===== src/rtl/stage_mem_pkg.sv =====
`default_nettype none
// +----------------------------------------------------------------------------+
// | Module      : stage_mem_pkg                                                |
// | Description : Shared pipeline constants: MEM-stage FSM encoding, wait limit |
// | Revision    : 1.0                                                          |
// +----------------------------------------------------------------------------+
package stage_mem_pkg;

  typedef enum logic [0:0] {
    ST_IDLE = 1'b0,
    ST_BUSY = 1'b1
  } mem_state_e;

  localparam int WAIT_LIMIT_DEFAULT = 255;

  function automatic logic is_aligned(input logic [31:0] addr);
    return (addr[1:0] == 2'b00);
  endfunction

endpackage
`default_nettype wire


===== src/rtl/stage_mem_ctrl.sv =====
`default_nettype none
// +----------------------------------------------------------------------------+
// | Module      : stage_mem_ctrl                                               |
// | Description : MEM-stage request FSM, wait counter and stall generation     |
// | Revision    : 1.0                                                          |
// +----------------------------------------------------------------------------+
module stage_mem_ctrl
  import stage_mem_pkg::*;
#(
  parameter int WAIT_LIMIT = WAIT_LIMIT_DEFAULT
) (
  input  logic clk,
  input  logic rst_n,
  input  logic i_mem_op,
  input  logic i_mem_ack,
  output logic o_mem_req,
  output logic o_stall,
  output logic o_timeout
);

  localparam int CW = $clog2(WAIT_LIMIT + 1);

  mem_state_e    r_state;
  mem_state_e    w_state_nxt;
  logic [CW-1:0] r_wait;
  logic [CW-1:0] w_wait_nxt;

  always_ff @(posedge clk or negedge rst_n) begin
    if (!rst_n) begin
      r_state <= ST_IDLE;
      r_wait  <= '0;
    end else begin
      r_state <= w_state_nxt;
      r_wait  <= w_wait_nxt;
    end
  end

  // The request cycle in IDLE counts as the first stalled cycle, so the
  // timeout fires on the last BUSY cycle and the stall lasts WAIT_LIMIT cycles.
  always_comb begin
    w_state_nxt = r_state;
    w_wait_nxt  = '0;
    o_timeout   = (r_state == ST_BUSY) && (r_wait == CW'(WAIT_LIMIT - 1));
    o_mem_req   = i_mem_op && !o_timeout;
    o_stall     = o_mem_req && !i_mem_ack;
    case (r_state)
      ST_IDLE: begin
        if (o_mem_req && !i_mem_ack) w_state_nxt = ST_BUSY;
      end
      ST_BUSY: begin
        if ((o_mem_req && i_mem_ack) || o_timeout || !i_mem_op) w_state_nxt = ST_IDLE;
        else w_wait_nxt = r_wait + 1'b1;
      end
      default: w_state_nxt = ST_IDLE;
    endcase
  end

endmodule
`default_nettype wire


===== src/rtl/stage_mem.sv =====
`default_nettype none
// +----------------------------------------------------------------------------+
// | Module      : stage_mem                                                    |
// | Description : MEM pipeline stage: EX/MEM register, data-memory access, WB  |
// | Revision    : 1.0                                                          |
// +----------------------------------------------------------------------------+
module stage_mem
  import stage_mem_pkg::*;
#(
  parameter int WAIT_LIMIT = WAIT_LIMIT_DEFAULT
) (
  input  logic        clk,
  input  logic        rst_n,
  input  logic        valid_ex,
  input  logic [31:0] ans_ex,
  input  logic [31:0] b_ex,
  input  logic [4:0]  rw_ex,
  input  logic        wreg_ex,
  input  logic        m2reg_ex,
  input  logic        wmem_ex,
  output logic        mem_req,
  output logic        mem_we,
  output logic [31:0] mem_addr,
  output logic [31:0] mem_wdata,
  input  logic [31:0] mem_rdata,
  input  logic        mem_ack,
  output logic        stall,
  output logic        wb_we,
  output logic [4:0]  wb_rw,
  output logic [31:0] wb_data,
  output logic        fwd_valid,
  output logic [4:0]  fwd_rw,
  output logic [31:0] fwd_data,
  output logic        mem_err
);

  logic        r_valid;
  logic [31:0] r_ans;
  logic [31:0] r_b;
  logic [4:0]  r_rw;
  logic        r_wreg;
  logic        r_m2reg;
  logic        r_wmem;
  logic        r_wb_we;
  logic [4:0]  r_wb_rw;
  logic [31:0] r_wb_data;
  logic        r_mem_err;

  logic w_is_mem;
  logic w_is_load;
  logic w_aligned;
  logic w_timeout;
  logic w_ack;
  logic w_dest_ok;
  logic w_wb_en;

  // A store flag wins over the load flag when both are set.
  assign w_is_mem  = r_valid && (r_m2reg || r_wmem);
  assign w_is_load = w_is_mem && !r_wmem;
  assign w_aligned = is_aligned(r_ans);
  assign w_ack     = mem_req && mem_ack;
  assign w_dest_ok = r_valid && r_wreg && (r_rw != 5'd0);
  assign w_wb_en   = w_dest_ok && (w_is_load ? w_ack : !w_is_mem);

  stage_mem_ctrl #(
    .WAIT_LIMIT (WAIT_LIMIT)
  ) u_ctrl (
    .clk       (clk),
    .rst_n     (rst_n),
    .i_mem_op  (w_is_mem && w_aligned),
    .i_mem_ack (mem_ack),
    .o_mem_req (mem_req),
    .o_stall   (stall),
    .o_timeout (w_timeout)
  );

  always_ff @(posedge clk or negedge rst_n) begin
    if (!rst_n) begin
      r_valid <= 1'b0;
      r_ans   <= '0;
      r_b     <= '0;
      r_rw    <= '0;
      r_wreg  <= 1'b0;
      r_m2reg <= 1'b0;
      r_wmem  <= 1'b0;
    end else if (!stall) begin
      r_valid <= valid_ex;
      r_ans   <= ans_ex;
      r_b     <= b_ex;
      r_rw    <= rw_ex;
      r_wreg  <= wreg_ex;
      r_m2reg <= m2reg_ex;
      r_wmem  <= wmem_ex;
    end
  end

  always_ff @(posedge clk or negedge rst_n) begin
    if (!rst_n) begin
      r_wb_we   <= 1'b0;
      r_wb_rw   <= '0;
      r_wb_data <= '0;
      r_mem_err <= 1'b0;
    end else begin
      r_wb_we <= w_wb_en;
      if (w_wb_en) begin
        r_wb_rw   <= r_rw;
        r_wb_data <= w_is_load ? mem_rdata : r_ans;
      end
      if ((w_is_mem && !w_aligned) || w_timeout) r_mem_err <= 1'b1;
    end
  end

  assign mem_addr  = {r_ans[31:2], 2'b00};
  assign mem_we    = mem_req && r_wmem;
  assign mem_wdata = r_b;

  assign wb_we   = r_wb_we;
  assign wb_rw   = r_wb_rw;
  assign wb_data = r_wb_data;
  assign mem_err = r_mem_err;

  assign fwd_valid = w_dest_ok && !w_is_load;
  assign fwd_rw    = r_rw;
  assign fwd_data  = r_ans;

endmodule
`default_nettype wire

===== config.mk =====
export PLATFORM = sky130hd
export DESIGN_NAME = stage_mem
export DESIGN_NICKNAME = d
export VERILOG_FILES = /design/src/rtl/stage_mem_pkg.sv /design/src/rtl/stage_mem_ctrl.sv /design/src/rtl/stage_mem.sv
export SDC_FILE = /design/constraint.sdc
export NUM_CORES = 1
export LEC_CHECK = 0
export ABC_AREA = 1
export CAP_MARGIN = 10
export CELL_PAD_IN_SITES_DETAIL_PLACEMENT = 1
export CELL_PAD_IN_SITES_GLOBAL_PLACEMENT = 2
export CORE_MARGIN = 4
export CORE_UTILIZATION = 23
export CTS_BUF_LIST = sky130_fd_sc_hd__clkbuf_4 sky130_fd_sc_hd__clkbuf_8
export DETAILED_ROUTE_END_ITERATION = 8
export PLACE_DENSITY_LB_ADDON = 0.1
export SETUP_SLACK_MARGIN = 0.1
export SYNTH_ARGS = -nofsm -noshare
export SYNTH_HDL_FRONTEND = slang
export SYNTH_SLANG_ARGS = --single-unit

===== constraint.sdc =====
create_clock -name clk -period 1.8 [get_ports clk]
set_input_delay 0.45 -clock clk [delete_from_list [all_inputs] [get_ports clk]]
set_output_delay 0.45 -clock clk [all_outputs]
set_load 0.02 [all_outputs]

==> reports/results.txt, run 1 <==
Failing checks - setup timing
Final WL - 24.9 mm
Max cap viols - 0
WS Path Type - flop to primary output
Vias after detailed routing - 5588
Clock skew - 0.0150 ns
Worst Setup End Kind - primary output
# clock sinks - 121
Worst hold path type - input port to async pin
# placed instances - 1214
Drt first pass iters - 4
Pleak - 5.13 nW
Tcrit/Tclk final - 1.13
Mapped Area - 5560 µm²
Horiz. Die Dim - 163 µm
CP top delay family - simple AND/OR/NAND/NOR gates
Crit path buf inv count - 1
Setup_tns - -11.75 ns
Post-layout util - 0.422
Worst VDD drop - 0.348 mV
Tmin final - 2.03 ns
Die area - 26700 µm²
# rows - 56
Sequential share of the synthesized area - 0.545
Drt drc - 0
Worst r2r dst - fwd_data[31]
Drt wl/cell - 19.2 µm
Crit-path cells - or2_4 -> nor2_4 -> nand2_4 -> nor2_2 -> buf_6
Clock-pin slew on the worst setup and hold paths - 0.09 ns
Crit path DAT - 1.58 ns
Final Hold Viols - 0
Area added between synthesis and finish - 79.2%
Via count of the first global-routing pass - 6147
Fmax - 493 MHz
Initial antenna violation count - 0
R2r setup slk - -0.18 ns
CP Max Fanout - 4
Core Area - 23600 µm²
CTS tree - yes
GRT Util Overall - 0.183
Status - finished, violations left
H-tree depth - 4
CP max stage delay - 0.41 ns
Synthesis warning total - 0
Power per cell area - 836 nW/µm²
Setup ws final - -0.229 ns
I/O Pins - 252
Post-synth top area share - 0.545
Synth Instances - 674
Max-slew violation count - 0
I/O Buffers - 249
Clock Tree Root - clkbuf_8
Setup crit start kind - flop
CTS max path bufs - 2
Layout cell share with drive strength beyond 1 - 0.339
DRT iter0 DRCs - 160
Total power - 8.33 mW
Final ANT Viol Nets - 0
Grt ovf - 0
Place WS - -0.328 ns
Critical-path top delay cell - dfrtp_2
Initial Utilization - 0.235
Yosys cell types - 25
Synth area leader - dfrtp_1
Global-route wire length before repair - 37.2 mm
Top post-synthesis cells by area - dfrtp_1 54%, nand2_1 24%, nand3_1 6.8%
R2r startpoint - fwd_data[1]
ANT cells - 0
Die Ht - 163 µm
Setup violators final - 113
Synth Register Bits - 121
Placer Congestion - 0.762
Worst reg2reg path depth - 12
Layout Nets - 1075
Skew-Pair Late Insertion Delay - 0.44 ns
Mapped Avg Cell Area - 8.25 µm²
RSZ-0062 raised after global routing - true
Largest net degree at the start of global routing - 53
Crit path required time - 1.35 ns
HPWL after DPL - 14.6 mm
TritonCTS buffer count - 17
Non-Filler Instances - 1297
Vias per inst - 4.31
## registers in the layout (all words and copies together), names as in the netlist
name	flops
wb_data	32
fwd_data	32
r_m2reg	1
fwd_rw	5
mem_wdata	32
mem_err	1
r_valid	1
wb_we	1
u_ctrl.r_state	1
wb_rw	5
r_wreg	1
r_wmem	1
u_ctrl.r_wait	8
## timing repair
action                                  4_1_cts  5_1_grt
gates resized for setup                     349      188
gates cloned                                 19        5
pin swaps                                    20       15
endpoints found under the setup margin      261      184
endpoints found under the hold margin        27        0
hold buffers                                  1        0
buffers inserted                             23        8
## layout by cell type (no fill, tap or decap), types with 3 or more instances in the layout
master | netlist | routed
dfrtp_2 | 0 | 6
nand3_2 | 0 | 3
clkinv_4 | 0 | 3
nand2_4 | 0 | 30
bufinv_16 | 0 | 3
dlygate4sd2_1 | 0 | 67
dfrtp_1 | 121 | 115
clkinvlp_4 | 0 | 4
clkbuf_16 | 0 | 5
inv_1 | 9 | 8
nand2_2 | 3 | 82
clkbuf_8 | 0 | 19
buf_16 | 0 | 18
xor2_1 | 3 | 3
clkdlybuf4s50_1 | 0 | 106
buf_12 | 0 | 18
clkdlybuf4s15_1 | 0 | 7
clkdlybuf4s15_2 | 0 | 4
nand3_1 | 75 | 71
nand2_1 | 361 | 251
buf_2 | 4 | 7
clkbuf_2 | 0 | 53
nor2_2 | 0 | 7
buf_6 | 15 | 18
buf_4 | 41 | 31
nor2_1 | 17 | 10
## worst max-delay path by stage
stage / slack, ns / from / end / cells after the start
5_1_grt: -0.36 / u_ctrl.r_wait[0] / stall / 8
2_1_floorplan: 0.05 / fwd_data[0] / stall / 6
6_report: -0.23 / fwd_data[1] / mem_we / 5
3_5_place_dp: -0.33 / mem_ack / u_ctrl.r_wait[5] / 6
4_1_cts: -0.26 / u_ctrl.r_wait[0] / stall / 8
3_3_place_gp: -0.33 / mem_ack / stall / 3
## logic make-up (layout without fill, tap and decap cells)
family,count (synthesis),after routing,share of synthesized area
and+or+nand+nor,461,461,0.334
DFF,121,121,0.545
buffers and inverters,80,383,0.105
AOI/OAI and AO/OA,5,5,0.00495
xor gates and xnor gates,4,4,0.00630
adders and majority gates,2,2,0.00450
other,1,2,0.000675
## power by group
| group | switching (mW) | total [mW] | internal [mW] |
|---|---|---|---|
| Combinational | 1.32 | 2.34 | 1.02 |
| Clock | 1.26 | 2.71 | 1.46 |
| Sequential | 0.236 | 3.28 | 3.04 |
| Total | 2.81 | 8.33 | 5.51 |
## worst register-to-register path: cells and delay by family, from the launching register on
family	cells	cell delay (ns)
DFF	1	0.41
and+or+nand+nor	6	0.74
buffers and inverters	6	0.72
## layer usage
layer	global-route usage	wire, µm	up-vias
li1	-	-	2646
met1	0.229	10300	2748
met2	0.316	12500	179
met3	0.0563	1740	15
met4	0.0358	301	0
met5	0	0	-
## synth_stat cells (all sizes together)
library cell / n
nor3: 1
or2: 2
dfrtp: 121
clkinv: 1
nand2: 364
o21bai: 1
xor2: 3
conb: 1
xnor2: 1
nor2: 19
inv: 11
buf: 61
a21oi: 2
nand3: 75
ha: 2
o21ai: 2
clkbuf: 7
## final cells by class
cell class | instances | area, µm²
Timing Repair Buffer | 338 | 3550
Fill cell | 2717 | 13700
Clock inverter | 13 | 169
Tap cell | 319 | 399
Sequential cell | 121 | 3040
Clock buffer | 19 | 262
Timing Repair inverter | 1 | 30.0
Multi-Input combinational cell | 474 | 2450
Inverter | 12 | 62.6
## metrics by stage
step / hold slack [ns] / cell area [µm²]
floorplan: 0.154 / 5570
global placement: 0.353 / 8310
detailed placement: 0.356 / 8310
CTS: 0.446 / 9710
global route: 0.471 / 9960
finish: 0.465 / 9960
No activity file was read; power rests on OpenSTA's default activity.
==> inputs of run 2 (changes only) <==
CTS_CLUSTER_DIAMETER = 150   (was unset)
==> results of run 2 <==
Same layout as run 1: the final DEF is identical, and so are final timing and power.
==> inputs of run 3 (changes only) <==
ABC_CLOCK_PERIOD_IN_PS = 1800   (was unset)
CELL_PAD_IN_SITES_DETAIL_PLACEMENT = unset   (was 1)
CELL_PAD_IN_SITES_GLOBAL_PLACEMENT = unset   (was 2)
CORE_UTILIZATION = 30   (was 23)
PLACE_DENSITY_LB_ADDON = 0.2   (was 0.1)
==> run 3 against run 2 <==
The flow still finishes with violations (setup timing). Register-to-register slack hardly changed. Non-clock buffer count decreased by 12. Sequential share of layout area grew 1.1 points. Maximum frequency decreased by 1.8%. Core utilization grew 11 points. First-iteration DRC count rose by 72%. Clock-buffer cell count shrank 1. Cell count shrank 7.9%. Sequential cell count is the same. Cell area is 3.5% lower. Via count down 2.9%. Clock skew decreased by 0.0011 ns. Critical endpoint is now mem_req. Largest cell class unchanged.
==> reports/results.txt, run 3 (same netlist as run 1, synthesis figures left out) <==
Max-slew violation count - 0 (unchanged)
Crit path DAT - 1.62 ns (+0.04 ns)
Worst VDD drop - 0.421 mV (+21%)
Worst Setup End Kind - primary output
Die Ht - 144 µm (-12%)
Crit path required time - 1.35 ns (about the same)
Final ANT Viol Nets - 0 (unchanged)
CTS tree - yes
CP max stage delay - 0.38 ns (-0.03 ns)
Drt first pass iters - 5 (+1)
Most common cell after layout, fill and taps aside - nand2_1
Global-route wire length before repair - 30.5 mm (-18%)
Largest net degree at the start of global routing - 49 (-7.5%)
Place WS - -0.303 ns (+0.0253 ns)
Top sig layer - met4
CTS max path bufs - 2 (unchanged)
RSZ-0062 raised after global routing - true
Layout cell share with drive strength beyond 1 - 0.264 (-0.0755)
Clock-pin slew on the worst setup and hold paths - 0.08 ns (about the same)
Horiz. Die Dim - 144 µm (-12%)
# rows - 49 (-13%)
Wl on met1 - 8.81 mm (-15%)
ANT cells - 0 (unchanged)
TritonCTS buffer count - 17 (unchanged)
H-tree depth - 4 (unchanged)
Layout Nets - 1063 (-1.1%)
Grt ovf - 0 (unchanged)
Status - finished, violations left
Max cap viols - 0 (unchanged)
Worst hold path type - flop to flop
Crit-path cells - inv_1 -> ha_2 -> nand2_1 -> nor2_1 -> nand2_2 -> nand2_4 -> inv_1 -> buf_6
Clock Tree Root - clkbuf_8
Vias per inst - 4.54 (+5.4%)
Initial Utilization - 0.307 (+0.0719)
Hold WS - 0.465 ns (+0.000105 ns)
Die area - 20800 µm² (-22%)
Most frequent CP cell - inv_1
Pleak - 4.89 nW (-4.7%)
Most frequent cells in the layout - 281 x nand2_1, 118 x dfrtp_1, 106 x clkdlybuf4s50_1
I/O Pins - 252 (unchanged)
Fmax - 484 MHz (-1.8%)
Crit path buf inv count - 3 (+2)
Critical-path top delay cell - dfrtp_1
Final Cell Area - 9610 µm² (-3.5%)
Tmin final - 2.07 ns (+0.0377 ns)
Setup violators final - 83 (-27%)
Core Area - 18100 µm² (-23%)
Via count of the first global-routing pass - 5402 (-12%)
Skew-Pair Late Insertion Delay - 0.44 ns (about the same)
Setup crit start kind - flop
# clock sinks - 121 (unchanged)
Power per cell area - 834 nW/µm² (-0.24%)
Failing checks - setup timing
CP top delay family - simple AND/OR/NAND/NOR gates
Setup ws final - -0.266 ns (-0.0377 ns)
DRT iter0 DRCs - 275 (+72%)
GRT Util Overall - 0.192 (+0.00899)
Area added between synthesis and finish - 72.9%
Routed wl met2 - 9.73 mm (-22%)
Area after DPL - 8190 µm² (-1.4%)
Final Hold Viols - 0 (unchanged)
HPWL after DPL - 12.4 mm (-15%)
Tcrit/Tclk final - 1.15 (+0.0210)
WS Path Type - flop to primary output
Vias after detailed routing - 5425 (-2.9%)
Final WL - 20.6 mm (-17%)
Drt drc - 0 (unchanged)
Drt wl/cell - 17.2 µm (-10%)
CP Max Fanout - 4 (unchanged)
Initial antenna violation count - 0 (unchanged)
Clock skew - 0.0139 ns (-0.00112 ns)
Met3 WL - 1.69 mm (-3.0%)
I/O Buffers - 249 (unchanged)
Placer Congestion - 0.770 (+1.1%)
## run 3: changes by cell type in the layout (fill, tap and decap cells not counted), sizes merged
cell           previous run  this run
clkbuf                   77        45
dlygate4sd2              67        86
clkdlybuf4s15            11        22
buf                      94        84
inv                      13        18
clkinvlp                  4         1
bufbuf                    1         0
bufinv                    3         2
## run 3: path summary, 6_finish.rpt
check,endpoint,slack [ns],depth (start not counted),from
setup / recovery,mem_req,-0.27,8,u_ctrl.r_wait[0]
hold / removal,wb_data[25],0.46,2,wb_data[25]
setup reg to reg,fwd_data[30],-0.17,12,fwd_data[0]
hold reg to reg,wb_data[25],0.46,2,wb_data[25]
max in group asynchronous,fwd_data[12],0.71,3,rst_n
min in group asynchronous,mem_wdata[7],0.47,2,rst_n
## run 3: worst register-to-register path, delay by kind of cell, from the launching register on
family                 cells  cell delay, ns
flip-flops                 1            0.40
buffers and inverters      6            0.74
AND/OR/NAND/NOR            6            0.74
## run 3: final cells by class
class                      instances  area [µm²]
clock buffer                      18         241
fill                            1700        8480
timing repair inverter             1        30.0
clock inverter                    14         163
sequential                       121        3030
inverter                          12        62.6
tap                              229         287
timing repair buffer             326        3440
multi-input combinational        474        2360
## run 3: metrics by stage
stage          total power [mW]   util  TNS, ns  std cells
5_1_grt                    8.44  0.531   -17.67       1195
4_1_cts                    7.97  0.505    -7.28       1184
2_1_floorplan              4.33      -        0        675
6_report                   8.01  0.531    -9.68       1195
3_3_place_gp               5.53  0.453   -15.50       1124
3_5_place_dp               5.54  0.453   -17.34       1124
## run 3: timing repair
action	CTS	global route
gates cloned	17	5
hold buffers	1	0
buffers inserted	10	12
setup endpoints to repair	252	166
hold endpoints to repair	24	0
pin swaps	6	27
resized for setup	253	186
## run 3: report_power, final
group	total, mW	switching, mW	internal, mW
clock	2.53	1.25	1.28
sequential	3.25	0.210	3.04
combinational	2.23	1.26	0.973
## run 3: layer usage
metal	GRT usage	vias to the layer above
met5	0	-
met1	0.249	2564
met4	0.0595	0
met2	0.305	220
met3	0.0661	20
li1	-	2621
